==> config.mk <==
export PLATFORM = sky130hd
export DESIGN_NAME = zuc256_sched
export DESIGN_NICKNAME = d
export VERILOG_FILES = /design/src/rtl/zuc256_pkg.sv /design/src/rtl/zuc256_rr_arb.sv /design/src/rtl/zuc256_sched.sv
export SDC_FILE = /design/constraint.sdc
export NUM_CORES = 1
export LEC_CHECK = 0
export ABC_AREA = 1
export BUFFER_PORTS_ARGS = -buffer_cell sky130_fd_sc_hd__buf_2
export CORE_AREA = 8 8 486 488
export DETAILED_ROUTE_END_ITERATION = 10
export DIE_AREA = 0 0 494 496
export RECOVER_POWER = 50
export SYNTH_ARGS = -nofsm -noshare
export SYNTH_HDL_FRONTEND = slang
export SYNTH_SLANG_ARGS = --single-unit
==> constraint.sdc <==
create_clock -name clk -period 1.8 [get_ports clk]
set_input_delay 0.18 -clock clk [delete_from_list [all_inputs] [get_ports clk]]
set_output_delay 0.18 -clock clk [all_outputs]
set_load 0.1 [all_outputs]
==> src/rtl/zuc256_pkg.sv <==
// zuc256_pkg
// Shared definitions for the ZUC-256 job scheduler: state encoding, the
// default job-length width and a small channel-to-one-hot helper.
package zuc256_pkg;

    localparam int LEN_W_DEFAULT = 16;

    localparam int ST_W = 3;
    localparam logic [ST_W-1:0] ST_IDLE  = 3'd0;
    localparam logic [ST_W-1:0] ST_INIT  = 3'd1;
    localparam logic [ST_W-1:0] ST_IWAIT = 3'd2;
    localparam logic [ST_W-1:0] ST_GEN   = 3'd3;
    localparam logic [ST_W-1:0] ST_GWAIT = 3'd4;
    localparam logic [ST_W-1:0] ST_OUT   = 3'd5;

    // The core command is ignored in the first wait cycle, so the
    // wait timer is loaded with 1 and counts down to its terminal value.
    localparam int WAIT_W = 1;
    localparam logic [WAIT_W-1:0] WAIT_LOAD = 1'b1;

    function automatic logic [1:0] ch_onehot(input logic ch);
        return ch ? 2'b10 : 2'b01;
    endfunction

endpackage

==> src/rtl/zuc256_rr_arb.sv <==
// zuc256_rr_arb
// Two-way round-robin arbiter. Grant is combinational from req and the
// pointer; the pointer moves to the non-granted channel whenever a grant is
// taken.
//   clk, reset_n : clock, asynchronous active-low reset
//   req          : per-channel request (already masked by the caller)
//   take         : caller consumes the current grant this cycle
//   gnt_vld      : some channel is granted
//   gnt_ch       : index of the granted channel
module zuc256_rr_arb (
    input  logic       clk,
    input  logic       reset_n,
    input  logic [1:0] req,
    input  logic       take,
    output logic       gnt_vld,
    output logic       gnt_ch
);

    logic ptr;

    always_comb begin
        gnt_vld = |req;
        gnt_ch  = (req == 2'b11) ? ptr : req[1];
    end

    always_ff @(posedge clk or negedge reset_n) begin
        if (!reset_n) begin
            ptr <= 1'b0;
        end else if (take && gnt_vld) begin
            ptr <= ~gnt_ch;
        end
    end

endmodule

==> src/rtl/zuc256_sched.sv <==
// zuc256_sched
// Schedules keystream jobs from two channels onto one shared ZUC-256 core.
// A granted job is initialised once, then one word is generated per
// core_next command and handed out through a valid/ready port.
//   clk, reset_n          : clock, asynchronous active-low reset
//   req[1:0], ack[1:0]    : job request / one-cycle acceptance pulse
//   key0/1, iv0/1, len0/1 : per-channel job parameters, sampled at grant
//   out_valid/ready/word  : keystream output handshake
//   out_ch, out_last      : owning channel, final word of the job
//   busy                  : scheduler is not idle
//   core_init, core_next  : command pulses to the core
//   core_key, core_iv     : latched job key/IV
//   core_z, core_ready    : core keystream word and idle flag
//
// state    | meaning
// IDLE     | arbitrate requests, latch job parameters
// INIT     | core_init pulse
// IWAIT    | wait for the core to finish initialisation
// GEN      | core_next pulse
// GWAIT    | wait for the keystream word, then register it
// OUT      | present word until the consumer takes it
module zuc256_sched
    import zuc256_pkg::*;
#(
    parameter int LEN_W = LEN_W_DEFAULT
) (
    input  logic             clk,
    input  logic             reset_n,
    input  logic [1:0]       req,
    input  logic [255:0]     key0,
    input  logic [255:0]     key1,
    input  logic [127:0]     iv0,
    input  logic [127:0]     iv1,
    input  logic [LEN_W-1:0] len0,
    input  logic [LEN_W-1:0] len1,
    output logic [1:0]       ack,
    output logic             out_valid,
    input  logic             out_ready,
    output logic [31:0]      out_word,
    output logic             out_ch,
    output logic             out_last,
    output logic             busy,
    output logic             core_init,
    output logic             core_next,
    output logic [255:0]     core_key,
    output logic [127:0]     core_iv,
    input  logic [31:0]      core_z,
    input  logic             core_ready
);

    logic [ST_W-1:0]   state;
    logic [LEN_W-1:0]  rem_cnt;
    logic [WAIT_W-1:0] wait_cnt;
    logic [1:0]        arb_req;
    logic              gnt_vld;
    logic              gnt_ch;
    logic [LEN_W-1:0]  len_sel;

    // ack is registered, so the requester still holds req during the ack
    // cycle; masking it stops IDLE from granting the same request twice.
    assign arb_req = req & ~ack;
    assign len_sel = gnt_ch ? len1 : len0;

    zuc256_rr_arb u_arb (
        .clk     (clk),
        .reset_n (reset_n),
        .req     (arb_req),
        .take    (state == ST_IDLE),
        .gnt_vld (gnt_vld),
        .gnt_ch  (gnt_ch)
    );

    assign core_init = (state == ST_INIT);
    assign core_next = (state == ST_GEN);
    assign busy      = (state != ST_IDLE);

    always_ff @(posedge clk or negedge reset_n) begin
        if (!reset_n) begin
            state     <= ST_IDLE;
            ack       <= 2'b00;
            out_valid <= 1'b0;
            out_last  <= 1'b0;
            out_ch    <= 1'b0;
            out_word  <= '0;
            core_key  <= '0;
            core_iv   <= '0;
            rem_cnt   <= '0;
            wait_cnt  <= '0;
        end else begin
            ack <= 2'b00;
            case (state)
                ST_IDLE: begin
                    if (gnt_vld) begin
                        ack      <= ch_onehot(gnt_ch);
                        out_ch   <= gnt_ch;
                        core_key <= gnt_ch ? key1 : key0;
                        core_iv  <= gnt_ch ? iv1 : iv0;
                        rem_cnt  <= len_sel;
                        // a zero-length job is acknowledged and dropped
                        if (len_sel != '0) begin
                            state <= ST_INIT;
                        end
                    end
                end
                ST_INIT: begin
                    wait_cnt <= WAIT_LOAD;
                    state    <= ST_IWAIT;
                end
                ST_IWAIT: begin
                    if (wait_cnt != '0) begin
                        wait_cnt <= wait_cnt - 1'b1;
                    end else if (core_ready) begin
                        state <= ST_GEN;
                    end
                end
                ST_GEN: begin
                    wait_cnt <= WAIT_LOAD;
                    state    <= ST_GWAIT;
                end
                ST_GWAIT: begin
                    if (wait_cnt != '0) begin
                        wait_cnt <= wait_cnt - 1'b1;
                    end else if (core_ready) begin
                        out_word  <= core_z;
                        out_valid <= 1'b1;
                        out_last  <= (rem_cnt == LEN_W'(1));
                        state     <= ST_OUT;
                    end
                end
                ST_OUT: begin
                    if (out_ready) begin
                        out_valid <= 1'b0;
                        out_last  <= 1'b0;
                        rem_cnt   <= rem_cnt - 1'b1;
                        state     <= out_last ? ST_IDLE : ST_GEN;
                    end
                end
                default: begin
                    state <= ST_IDLE;
                end
            endcase
        end
    end

endmodule

==> results.toml <==
[status]
status = "finished, violations left"
violations = "negative setup slack"

[clock_network]
cts.reportedPaths.clkPinSlew_ps = 60
cts_buffer_depth = 3
cts_inserted_buffers = 58
cts_tree = "done"
htree_levels = 2
cts.sinks = 442
clk_latency_ps = 710
clock_tree.root_cell = "clkbuf_16"

[timing]
slew_viol_final = 0
rsz0062_at_grt = "true"
clock.fmax_ghz = 0.503
finalClockSkew_ps = 41.5
setup_viol = 390
post-route-min-period_ps = 1990
period_share_pct = 111
setup_slack_ps = -190
tightestPinTransition_ps = 1340
hold_viol = 0
relSlewSlack_pct = 10.6

[grt]
antenna_found_initial = 247
grt_overflow_total = 0
grt_max_degree = 63
grt_pass1_vias = 28446
grt_pass1_wl_um = 261000
grt_use_total_pct = 15.6

[route]
avgViaCountPerCell = 3.66
first_pass_iters = 6
drc = 0
drt-total-wl_um = 211000
wl_per_cell_um = 27.1
first_iter_violations = 2826
ant_nets = 0
dr_total_vias = 28579

[worst_setup_path]
r2r_cells = 11
worstPathArrival_ps = 2550
crit_type = "register to register"
worst_setup_path_end_kind = "register"
crit_fanout = 18
cp_data_required_time_ps = 2360
critPathLaunchType = "register"

[floorplan]
die_area_mm2 = 0.245
row_count = 176
coreArea_mm2 = 0.229
ios = 1262
fp.dieH_um = 496
start_util_pct = 8.63
die_w_um = 494

[placed_design]
place_inst = 6715
hpwlAfterDp_um = 168000
routabilityCongestion = 0.967
io_buffers = 1261

[synth]
syn_nets = 3239
syn-cell-area_mm2 = 0.0197
ys_types = 34
ys_seq_area_share_pct = 56.1
ys_seq_elements = 442
synthCells = 2399
yosys_warnings = 0
postSynthAreaPerCell_um2 = 8.22

[job]
drv_cap = 0

[cells_and_area]
syn_to_final_growth_pct = 123
layout-drive-gt1-share_pct = 38.7
final_nets = 5491
fill_cells = 25038
fin_util_pct = 19.3
fin_cells = 7804

[worst_hold_path]
hp-class = "primary input to register"
whs_path_depth = 7

[power]
ir_worst_vdd_uv = 2050
total_power_mw = 98.6
power_density_mw_per_mm2 = 2240
p_leak_nw = 21.5
-- logic make-up (layout without fill, tap and decap cells) --
| logic type | Yosys count | in the layout | synth area share, % |
|---|---|---|---|
| and+or+nand+nor | 1688 | 1688 | 35.2 |
| DFF | 442 | 442 | 56.1 |
| buffers and inverters | 179 | 2475 | 5.04 |
| AOI/OAI and AO/OA | 49 | 49 | 1.39 |
| muxes | 32 | 32 | 1.83 |
| xor gates and xnor gates | 7 | 7 | 0.311 |
| adders and majority gates | 2 | 2 | 0.127 |
| other | 0 | 83 | 0 |
-- final cells by class --
cell class	count	area, um^2	area share [%]
antenna	83	208	0.472
clock buffer	73	1550	3.51
clock inverter	31	429	0.974
inverter	40	195	0.443
multi-input combinational	1778	8670	19.7
sequential	442	11100	25.1
tap	3026	3790	8.60
timing repair buffer	2328	18100	41.1
timing repair inverter	3	41.3	0.0937
-- registers in the layout (all words and copies together) (netlist names) --
register	cells
core_key	256
core_iv	128
out_word	32
rem_cnt	16
state	3
ack	2
out_ch	1
out_last	1
out_valid	1
u_arb.ptr	1
wait_cnt	1
-- path summary, 6_finish.rpt --
kind / startpoint / endpoint / slack [ps]
worst max register to register: ack[0]$_DFF_PN0_ / core_key[148]$_DFFE_PN0P_ / -190
worst max-delay path: ack[0]$_DFF_PN0_ / core_key[148]$_DFFE_PN0P_ / -190
min in group asynchronous: reset_n / core_key[204]$_DFFE_PN0P_ / 270
worst min-delay path: len1[0] / state[2]$_DFFE_PN0P_ / 90
worst min register to register: out_valid$_DFFE_PN0P_ / out_valid$_DFFE_PN0P_ / 480
max in group asynchronous: reset_n / core_key[17]$_DFFE_PN0P_ / -10
-- stage by stage --
stage               hold WS (ps)  instance area [um^2]  setup WS [ps]  TNS, ps
floorplan                   -116                 19700          -84.1    -84.1
global placement             105                 30700           -127    -5480
detailed placement           102                 30700           -130    -8780
CTS                         5.08                 42400           -134   -12280
global route                53.2                 44000           -204   -53730
finish                      86.1                 44000           -190   -21900
-- report_power, final --
part | internal [mW] | switching [mW] | leakage, nW
registers | 15.0 | 3.20 | 5.43
logic | 15.0 | 52.9 | 15.1
clock network | 7.26 | 5.29 | 0.963
-- cell usage in the layout (no fill, tap or decap), types with 68 or more instances in the layout --
cell              n
buf_2          1159
nand2_2          75
dfrtp_1         440
clkbuf_16        78
nand3_1         342
nand3_2          68
dlygate4sd3_1   827
diode_2          83
buf_4           169
nand2_1        1103
-- synth_stat cells --
| library cell | n | area [um^2] |
|---|---|---|
| clkinv_2 | 1 | 5.00 |
| a31oi_1 | 3 | 18.8 |
| nand3_4 | 1 | 17.5 |
| o211ai_1 | 4 | 30.0 |
| o22ai_1 | 4 | 25.0 |
| clkbuf_1 | 8 | 30.0 |
| inv_1 | 34 | 128 |
| mux2_1 | 27 | 304 |
| nand3_1 | 409 | 2050 |
| xor2_1 | 7 | 61.3 |
| a21o_1 | 1 | 7.51 |
| dfrtp_1 | 442 | 11100 |
| nand2_2 | 2 | 12.5 |
| o21ai_0 | 18 | 90.1 |
| nand2_4 | 1 | 11.3 |
| buf_4 | 26 | 195 |
| nor3_1 | 4 | 20.0 |
| buf_2 | 89 | 445 |
| o21ai_1 | 10 | 50.1 |
| buf_1 | 1 | 3.75 |
| nand3_2 | 2 | 20.0 |
| nor4_1 | 1 | 6.26 |
| o211ai_2 | 1 | 12.5 |
| nand3b_1 | 2 | 15.0 |
| inv_2 | 5 | 18.8 |
| mux2_2 | 5 | 56.3 |
| a21oi_1 | 8 | 40.0 |
| buf_6 | 15 | 169 |
| ha_1 | 2 | 25.0 |
| or2_2 | 1 | 6.26 |
| nor3_2 | 1 | 10.0 |
| nand2_1 | 1229 | 4610 |
| nor2_4 | 5 | 56.3 |
| nor2_1 | 30 | 113 |
-- timing repair --
item,CTS,global route
hold buffers,827,0
pin swaps,5,58
endpoints found under the setup margin,311,415
hold endpoints to repair,728,0
cloned,17,25
buffers inserted,27,16
resized for setup,222,270
-- layer usage --
metal / share of wire, % / up-vias / global-route usage [%]
met5: 0.50 / - / 0
met4: 6.6 / 162 / 7.69
met2: 46 / 2050 / 26.4
met1: 37 / 13431 / 17.3
li1: - / 12298 / -
met3: 10 / 638 / 5.71
-- critical path, stage by stage (launching register included) --
cell     delay, ps
dfrtp_4        480
inv_4           70
nand3_4         80
nand2_4        100
buf_12         110
nor2_4          30
buf_6          120
buf_16         170
buf_16         170
buf_16         230
nand2_1        110
nand3_1        110
No activity file was read; power rests on OpenSTA's default activity.
